==> config.mk <==
export PLATFORM = sky130hd
export DESIGN_NAME = pe_stream_ctrl
export DESIGN_NICKNAME = d
export VERILOG_FILES = /design/src/rtl/pe_stream_ctrl.sv
export SDC_FILE = /design/constraint.sdc
export NUM_CORES = 1
export LEC_CHECK = 0
export CAP_MARGIN = 20
export CORE_MARGIN = 5
export CORE_UTILIZATION = 31
export CTS_CLUSTER_SIZE = 25
export DETAILED_ROUTE_END_ITERATION = 10
export SKIP_CTS_REPAIR_TIMING = 1
export SYNTH_ARGS = -nofsm -noshare
export SYNTH_HDL_FRONTEND = slang
export SYNTH_SLANG_ARGS = --single-unit
==> constraint.sdc <==
create_clock -name clk -period 3.3 [get_ports clk]
set_input_delay 0.66 -clock clk [delete_from_list [all_inputs] [get_ports clk]]
set_output_delay 0.66 -clock clk [all_outputs]
set_load 0.02 [all_outputs]
==> src/rtl/pe_stream_ctrl.sv <==
// pe_stream_ctrl: walks an instruction memory, streams operand addresses to parallel_pe
// and queues its results. Define PE_PERF_EN to add cyc_busy/cyc_hold cycle counters.
module pe_stream_ctrl #(
  parameter int ADDR_W    = 16,
  parameter int INST_AW   = 2,
  parameter int ITER_W    = 8,
  parameter int RES_W     = 32,
  parameter int RES_DEPTH = 4
) (
  input  logic               clk,
  input  logic               rst,
  input  logic               start,
  input  logic [INST_AW:0]   inst_num,
  output logic [INST_AW-1:0] inst_addr,
  input  logic [ITER_W-1:0]  inst_data,
  input  logic               hold,
  output logic [ADDR_W-1:0]  op_addr,
  output logic               pe_vld,
  output logic [1:0]         pe_ctl,
  input  logic               pe_vld_o,
  input  logic [RES_W-1:0]   pe_result,
  output logic               res_valid,
  output logic [RES_W-1:0]   res_data,
  input  logic               res_ready,
  output logic               busy,
  output logic               done
`ifdef PE_PERF_EN
  ,
  output logic [31:0]        cyc_busy,
  output logic [31:0]        cyc_hold
`endif
);
  localparam int PTR_W = $clog2(RES_DEPTH);
  localparam int CNT_W = PTR_W + 1;
  localparam int OCC_W = CNT_W + 1;
  localparam int NUM_W = INST_AW + 1;

  localparam logic [2:0] IDLE   = 3'd0;
  localparam logic [2:0] FETCH  = 3'd1;
  localparam logic [2:0] LOAD   = 3'd2;
  localparam logic [2:0] STREAM = 3'd3;
  localparam logic [2:0] DRAIN  = 3'd4;
  localparam logic [2:0] DONE   = 3'd5;

  logic [2:0]         state, state_nxt;
  logic [INST_AW:0]   num;
  logic [ITER_W-1:0]  cnt, iter;
  logic [CNT_W-1:0]   outstanding, count, count_nxt;
  logic [PTR_W-1:0]   rd_ptr, wr_ptr, rd_ptr_nxt;
  logic [RES_W-1:0]   mem [RES_DEPTH];
  logic [OCC_W-1:0]   occupancy;
  logic               accept, issue, last_beat, last_inst, gate_ok;
  logic               push, pop, push_ok;

  assign accept     = (state == IDLE) && start;
  assign issue      = (state == STREAM) && !hold;
  assign last_beat  = (iter == cnt - ITER_W'(1));
  assign last_inst  = ({1'b0, inst_addr} == num - NUM_W'(1));
  // Results already promised plus results queued must leave room for one more.
  assign occupancy  = {1'b0, outstanding} + {1'b0, count};
  assign gate_ok    = occupancy < OCC_W'(RES_DEPTH);
  assign push       = pe_vld_o && (outstanding != '0);
  assign pop        = res_valid && res_ready;
  assign push_ok    = push && ((count != CNT_W'(RES_DEPTH)) || pop);
  assign rd_ptr_nxt = pop ? rd_ptr + PTR_W'(1) : rd_ptr;

  always_comb begin
    state_nxt = state;
    case (state)
      IDLE:    if (start) state_nxt = (inst_num != '0) ? FETCH : DONE;
      FETCH:   if (gate_ok) state_nxt = LOAD;
      LOAD:    if (inst_data == '0) state_nxt = last_inst ? DRAIN : FETCH;
               else state_nxt = STREAM;
      STREAM:  if (issue && last_beat) state_nxt = last_inst ? DRAIN : FETCH;
      DRAIN:   if (outstanding == '0) state_nxt = DONE;
      DONE:    state_nxt = IDLE;
      default: state_nxt = IDLE;
    endcase
  end

  always_comb begin
    count_nxt = count;
    if (push_ok && !pop)      count_nxt = count + CNT_W'(1);
    else if (!push_ok && pop) count_nxt = count - CNT_W'(1);
  end

  // Issue stage: address out this cycle, operand and pe_vld/ctl appear next cycle.
  always_ff @(posedge clk) begin
    if (rst) begin
      state       <= IDLE;
      num         <= '0;
      inst_addr   <= '0;
      cnt         <= '0;
      iter        <= '0;
      op_addr     <= '0;
      pe_vld      <= 1'b0;
      pe_ctl      <= 2'b00;
      outstanding <= '0;
      busy        <= 1'b0;
      done        <= 1'b0;
    end else begin
      state  <= state_nxt;
      busy   <= (state_nxt != IDLE);
      done   <= (state_nxt == DONE);
      pe_vld <= issue;
      pe_ctl <= issue ? {last_beat, iter == '0} : 2'b00;
      if (accept) begin
        num       <= inst_num;
        inst_addr <= '0;
        op_addr   <= '0;
      end
      if (state == LOAD) begin
        cnt  <= inst_data;
        iter <= '0;
        if (inst_data == '0 && !last_inst) inst_addr <= inst_addr + INST_AW'(1);
      end
      if (issue) begin
        op_addr <= op_addr + ADDR_W'(1);
        iter    <= iter + ITER_W'(1);
        if (last_beat && !last_inst) inst_addr <= inst_addr + INST_AW'(1);
      end
      case ({issue && last_beat, push})
        2'b10:   outstanding <= outstanding + CNT_W'(1);
        2'b01:   outstanding <= outstanding - CNT_W'(1);
        default: ;
      endcase
    end
  end

  // Result stage: head register mirrors the next FIFO head so outputs stay registered.
  always_ff @(posedge clk) begin
    if (rst) begin
      count     <= '0;
      rd_ptr    <= '0;
      wr_ptr    <= '0;
      res_valid <= 1'b0;
      res_data  <= '0;
    end else begin
      count     <= count_nxt;
      rd_ptr    <= rd_ptr_nxt;
      if (push_ok) wr_ptr <= wr_ptr + PTR_W'(1);
      res_valid <= (count_nxt != '0);
      res_data  <= (push_ok && wr_ptr == rd_ptr_nxt) ? pe_result : mem[rd_ptr_nxt];
    end
  end

  always_ff @(posedge clk) begin
    if (push_ok) mem[wr_ptr] <= pe_result;
  end

`ifdef PE_PERF_EN
  always_ff @(posedge clk) begin
    if (rst || accept) begin
      cyc_busy <= '0;
      cyc_hold <= '0;
    end else begin
      if (busy && cyc_busy != 32'hFFFF_FFFF) cyc_busy <= cyc_busy + 32'd1;
      if (state == STREAM && hold && cyc_hold != 32'hFFFF_FFFF) cyc_hold <= cyc_hold + 32'd1;
    end
  end
`endif
endmodule
==> results of run 1 <==
[state kept, by name, indices dropped and copies added (netlist names), 3 cells and up]
name         flops
mem            128
op_addr         16
num              3
outstanding      3
cnt              8
count            3
state            3
iter             8
res_data        32
[placed cells by master (no fill, tap or decap), types with 23 or more instances in the layout]
cell	instances
sky130_fd_sc_hd__buf_4	23
sky130_fd_sc_hd__a21oi_1	68
sky130_fd_sc_hd__mux4_2	32
sky130_fd_sc_hd__nand2_1	100
sky130_fd_sc_hd__nor2_1	45
sky130_fd_sc_hd__clkbuf_16	23
sky130_fd_sc_hd__nand3_1	23
sky130_fd_sc_hd__clkdlybuf4s50_1	103
sky130_fd_sc_hd__edfxtp_1	128
sky130_fd_sc_hd__dfxtp_1	88
[routing by layer]
layer | GRT usage | share of wire | vias to the layer above
met1 | 0.172 | 0.45 | 2767
li1 | - | - | 2725
met3 | 0.0262 | 0.051 | 25
met4 | 0.0293 | 0.021 | 0
met2 | 0.206 | 0.47 | 127
met5 | 0 | 0 | -
[area by class of cell]
cell class | count | area [um^2]
fillers | 2635 | 16700
flip-flops and latches | 216 | 5610
multi-input cells | 414 | 2940
repair buffers | 127 | 1220
clock buffers | 25 | 593
well taps | 378 | 473
clock inverters | 17 | 154
inverters | 18 | 67.6
[per-stage QoR]
step                power [mW]   util  setup slack, ns  hold slack (ns)
floorplan                 4.16      -            0.674            0.436
global placement          4.68  0.372            0.396            0.447
detailed placement        4.69  0.372            0.341            0.452
CTS                       7.26  0.399            0.518            0.469
global route              7.49  0.399            0.335            0.501
finish                    7.13  0.399            0.528            0.466
[critical path, stage by stage (launching register included)]
cell,delay [ns]
sky130_fd_sc_hd__dfxtp_1,0.37
sky130_fd_sc_hd__or4_1,0.56
sky130_fd_sc_hd__nor4_1,0.26
sky130_fd_sc_hd__xnor2_1,0.18
sky130_fd_sc_hd__nand4_2,0.13
sky130_fd_sc_hd__ha_1,0.18
sky130_fd_sc_hd__inv_1,0.06
sky130_fd_sc_hd__fa_1,0.37
sky130_fd_sc_hd__xor2_1,0.16
sky130_fd_sc_hd__or3_1,0.30
sky130_fd_sc_hd__a21oi_1,0.14
[cell families (layout without fill, tap and decap cells)]
kind of cell               Yosys count  count (layout)  share of synthesized area
muxes                               38              38                     0.0905
xor gates and xnor gates            24              24                     0.0251
DFF                                216             216                      0.645
AOI/OAI and AO/OA                  106             106                     0.0689
and+or+nand+nor                    230             230                      0.125
buffers and inverters               48             187                     0.0212
adders and majority gates           16              16                     0.0239
[power by group]
group          internal [mW]  switching, mW
Combinational          0.744          0.738
Clock                   1.47           1.06
Sequential              3.00          0.122
Total                   5.21           1.92
[how the worst min path moves through the flow]
stage                                    from             endpoint  slack (ns)  cells after the start
final                     num[2]$_SDFFE_PP0P_  num[2]$_SDFFE_PP0P_        0.47                      2
after floorplan           num[1]$_SDFFE_PP0P_  num[1]$_SDFFE_PP0P_        0.44                      2
after detailed placement  num[1]$_SDFFE_PP0P_  num[1]$_SDFFE_PP0P_        0.45                      2
after global routing      num[1]$_SDFFE_PP0P_  num[1]$_SDFFE_PP0P_        0.50                      2
after global placement    num[1]$_SDFFE_PP0P_  num[1]$_SDFFE_PP0P_        0.45                      2
after CTS                 num[1]$_SDFFE_PP0P_  num[1]$_SDFFE_PP0P_        0.47                      2
==> impl_summary.txt, run 1 <==
----------------------------------------------------
[Setup path]
  Worst r2r src ... cnt[2]$_SDFFE_PP0P_
  Worst EP arrival ... 3.21 ns
  Worst reg-to-reg path cell count ... 10
  Setup Crit Path Kind ... reg -> reg
  Crit path launch type ... register
  Data required time of the worst path ... 3.74 ns
  End of the worst register-to-register path ... outstanding[2]$_SDFFE_PP0P_
  Critical Path End Type ... register
  CP Launch Point ... cnt[2]$_SDFFE_PP0P_
  Register-to-register setup slack ... 0.53 ns
  Termination of the worst setup path ... outstanding[2]$_SDFFE_PP0P_
  Worst-path fanout max ... 8

[Detailed routing]
  DRC violation count after routing ... 0
  Wirelength per Cell ... 16.6 um
  Number of detailed-route iterations in the first pass ... 5
  Via total after detailed routing ... 5644
  First DRT Iteration DRCs ... 380
  Via density ... 4.72
  WL final ... 19.8 mm
  Number of antenna-violating nets in the routed design ... 0

[Timing]
  Final setup skew ... 0.00692 ns
  Fmax achieved ... 0.361 GHz
  Setup repair after global routing missed its margin ... no
  Min Tclk post-route ... 2.77 ns
  Actual slew at the worst max-slew pin ... 0.584 ns
  Final setup violation count ... 0
  Total count of hold-check failures in the final report ... 0
  Slew Viols, Final ... 0
  Worst slew margin relative to its limit ... 0.608
  Setup TNS ... 0 ns
  Final worst-path cycle share ... 0.840

[Synthesis]
  Synth area leader ... sky130_fd_sc_hd__edfxtp_1
  Cell count after synthesis ... 678
  Synthesized Nets ... 743
  Number of synthesized flops with an enable pin ... 128
  Largest cells by area after synthesis ... sky130_fd_sc_hd__edfxtp_1 44%, sky130_fd_sc_hd__dfxtp_1 20%, sky130_fd_sc_hd__mux4_2 8.3%
  Commonest register cell after synthesis ... sky130_fd_sc_hd__edfxtp_1
  Syn avg cell area ... 12.8 um^2
  Ys Warns ... 0
  Top-count cell post-synth ... sky130_fd_sc_hd__edfxtp_1
  Synthesized cell area ... 8680 um^2
  Fraction of synthesis flops using an asynchronous set or reset pin ... 0
  Top cell types by occurrence after synthesis ... 128 x sky130_fd_sc_hd__edfxtp_1, 100 x sky130_fd_sc_hd__nand2_1, 88 x sky130_fd_sc_hd__dfxtp_1, 68 x sky130_fd_sc_hd__a21oi_1, 45 x sky130_fd_sc_hd__nor2_1
  #FFs+latches synth ... 216
  Share of the synthesized area in the top cell type ... 0.443
  Number of library cell types mapped by synthesis ... 50
  Sequential area share after synthesis ... 0.645

[Global routing]
  Pin count of the biggest net entering global routing ... 46
  Total congestion overflow after global routing ... 0
  All-layer global routing usage ... 0.126
  Wire length of the first global-routing pass ... 31.7 mm
  Number of global-route vias before repair ... 5692
  Initial antenna violation count ... 0

[Die]
  Floorplan die area ... 31500 um^2
  DIE WIDTH ... 177 um
  Count of pins on the block boundary ... 105
  Starting density of the core ... 0.313
  Cell row count ... 61
  Core region area ... 27700 um^2
  Die Span Y ... 177 um

[Clocking]
  CTS root buf ... sky130_fd_sc_hd__clkbuf_16
  Clk buf depth ... 3
  CTS tree ... done
  Number of levels the H-tree was split into ... 1
  Skew-Pair Late Insertion Delay ... 0.51 ns
  Clock buffer count from CTS ... 23
  Number of clock sinks ... 216
  Clock-pin slew of the registers on the worst-case setup and hold paths ... 0.06 ns

[Finish]
  Signed area change from the synthesized netlist to the final layout ... 27.3%
  Number of antenna repair diodes ... 0
  Fraction of final layout cells with drive strength greater than 1 ... 0.136
  Design Area, Final ... 11100 um^2
  Nets@finish ... 865
  Post-route non-filler standard cell count ... 1195

[Status]
  Status ... finished, final reports clean

[Placement]
  # port buffers ... 104
  Cell count after placement ... 1153
  Routability congestion estimate ... 0.760
  Post-place instance area ... 10300 um^2
  Post-DP HPWL ... 12.6 mm

[Power]
  Max rail drop VDD ... 460 uV
  Leak ... 3.81 nW
  Power density over the cells ... 645 nW/um^2

[Worst hold path]
  Class of the tightest hold or removal check ... reg -> reg

[Flow run]
  Total of max-cap violations ... 0

----------------------------------------------------
Power figures use the tool's default switching activity.
==> run 2: changes to the inputs <==
- clock period: 3.3 -> 2.6 ns (I/O delays scaled with it)
==> impl_summary.txt, run 2 (same netlist as run 1, synthesis figures left out) <==
----------------------------------------------------
[Power]
  Leak ... 3.98 nW
  Power density over the cells ... 816 nW/um^2
  Max rail drop VDD ... 526 uV
  Total power draw ... 9.27 mW

[Worst hold path]
  Class of the tightest hold or removal check ... in -> reg

[Clocking]
  Number of clock sinks ... 216
  Clock-pin slew of the registers on the worst-case setup and hold paths ... 0.06 ns
  CTS tree ... done
  Skew-Pair Late Insertion Delay ... 0.53 ns
  CTS root buf ... sky130_fd_sc_hd__clkbuf_16
  Clk buf depth ... 3
  Number of levels the H-tree was split into ... 1
  Clock buffer count from CTS ... 25

[Placement]
  Post-DP HPWL ... 12.5 mm
  Routability congestion estimate ... 0.799
  Post-place instance area ... 10500 um^2
  # port buffers ... 104

[Finish]
  Fraction of final layout cells with drive strength greater than 1 ... 0.172
  Flip-flop count of the largest register after layout ... 128
  Signed area change from the synthesized netlist to the final layout ... 30.8%
  Leading cell type in the layout, fill and taps excluded ... sky130_fd_sc_hd__edfxtp_1
  Largest registers ... mem: 128 flops, res_data: 32 flops, op_addr: 16 flops
  Commonest non-fill, non-tap cells in the layout ... 128 x sky130_fd_sc_hd__edfxtp_1, 103 x sky130_fd_sc_hd__clkdlybuf4s50_1, 100 x sky130_fd_sc_hd__nand2_1
  Nets@finish ... 890
  Number of antenna repair diodes ... 0
  Largest reg by FF count ... mem
  Post-layout utilization of the core ... 0.410
  Design Area, Final ... 11400 um^2

[Detailed routing]
  WL final ... 19.8 mm
  Via total after detailed routing ... 5743
  Via density ... 4.70
  Number of antenna-violating nets in the routed design ... 0
  Number of detailed-route iterations in the first pass ... 6
  First DRT Iteration DRCs ... 299
  Wirelength per Cell ... 16.2 um
  DRC violation count after routing ... 0

[Die]
  DIE WIDTH ... 177 um
  Count of pins on the block boundary ... 105
  Core region area ... 27700 um^2
  Starting density of the core ... 0.313
  Cell row count ... 61
  Floorplan die area ... 31500 um^2
  Die Span Y ... 177 um

[Setup path]
  Crit path launch type ... register
  Worst-path fanout max ... 3
  Worst EP arrival ... 3.09 ns
  Data required time of the worst path ... 3.05 ns
  Setup Crit Path Kind ... reg -> reg
  Critical Path End Type ... register

[Timing]
  Setup repair after global routing missed its margin ... yes
  Actual slew at the worst max-slew pin ... 0.522 ns
  Worst-case hold slack ... 0.447 ns
  Fmax achieved ... 0.379 GHz
  Final setup skew ... 0.0202 ns
  Least setup slack across all paths after layout ... -0.0413 ns
  Final worst-path cycle share ... 1.02
  Min Tclk post-route ... 2.64 ns
  Final setup violation count ... 2
  Setup TNS ... -0.0616 ns
  Slew Viols, Final ... 0
  Worst slew margin relative to its limit ... 0.649
  Total count of hold-check failures in the final report ... 0

[Global routing]
  Wire length of the first global-routing pass ... 31.6 mm
  Pin count of the biggest net entering global routing ... 45
  Initial antenna violation count ... 0
  All-layer global routing usage ... 0.126
  Number of global-route vias before repair ... 5833
  Total congestion overflow after global routing ... 0

[Flow run]
  Total of max-cap violations ... 0

[Status]
  Violations in the final reports ... setup timing
  Status ... finished, violations left

----------------------------------------------------
-- run 2: changes by cell type in the layout (fill, tap and decap cells not counted), sizes merged --
cell | before | now
buf | 24 | 47
bufinv | 2 | 0
clkbuf | 25 | 36
clkinv | 12 | 7
clkinvlp | 2 | 1
inv | 19 | 20
-- run 2: routing by layer --
metal  routed length (um)  vias up  part of all wire  global-route usage
met5                    0        -                 0                   0
met1                 8690     2811              0.44               0.162
li1                     -     2789                 -                   -
met4                  418        0             0.021              0.0293
met2                 9690      114              0.49               0.218
met3                 1010       29             0.051              0.0256
-- run 2: worst max-delay path, stage by stage, from the launching register on --
cell	delay, ns
sky130_fd_sc_hd__dfxtp_2	0.33
sky130_fd_sc_hd__or4_4	0.53
sky130_fd_sc_hd__or3_1	0.40
sky130_fd_sc_hd__a211oi_2	0.25
sky130_fd_sc_hd__nand4_2	0.15
sky130_fd_sc_hd__ha_2	0.21
sky130_fd_sc_hd__inv_2	0.05
sky130_fd_sc_hd__fa_2	0.18
sky130_fd_sc_hd__xor2_1	0.06
sky130_fd_sc_hd__or3_1	0.31
sky130_fd_sc_hd__a21oi_1	0.11
-- run 2: final timing paths --
check / cells after the start / startpoint / slack [ns] / endpoint
worst max-delay path: 10 / cnt[2]$_SDFFE_PP0P_ / -0.04 / outstanding[2]$_SDFFE_PP0P_
worst min-delay path: 2 / rst / 0.45 / pe_ctl[1]$_SDFF_PP0_
worst max register to register: 10 / cnt[2]$_SDFFE_PP0P_ / -0.04 / outstanding[2]$_SDFFE_PP0P_
worst min register to register: 2 / num[1]$_SDFFE_PP0P_ / 0.46 / num[1]$_SDFFE_PP0P_
-- run 2: area by class of cell --
type	count	area [um^2]
clock inverters	10	77.6
fillers	2611	16300
inverters	18	67.6
clock buffers	36	698
repair buffers	150	1460
well taps	378	473
flip-flops and latches	216	5610
multi-input cells	414	2980
-- run 2: where the power goes --
group / internal (mW) / switching [mW]
sequential: 3.81 / 0.135
combinational: 1.06 / 0.997
clock: 1.89 / 1.38
total: 6.76 / 2.51
-- run 2: per-stage QoR --
stage / std cells / setup WS (ns)
floorplan: 678 / 0.00776
global placement: 1174 / -0.136
detailed placement: 1174 / -0.142
CTS: 1220 / -0.0542
global route: 1222 / -0.144
finish: 1222 / -0.0413
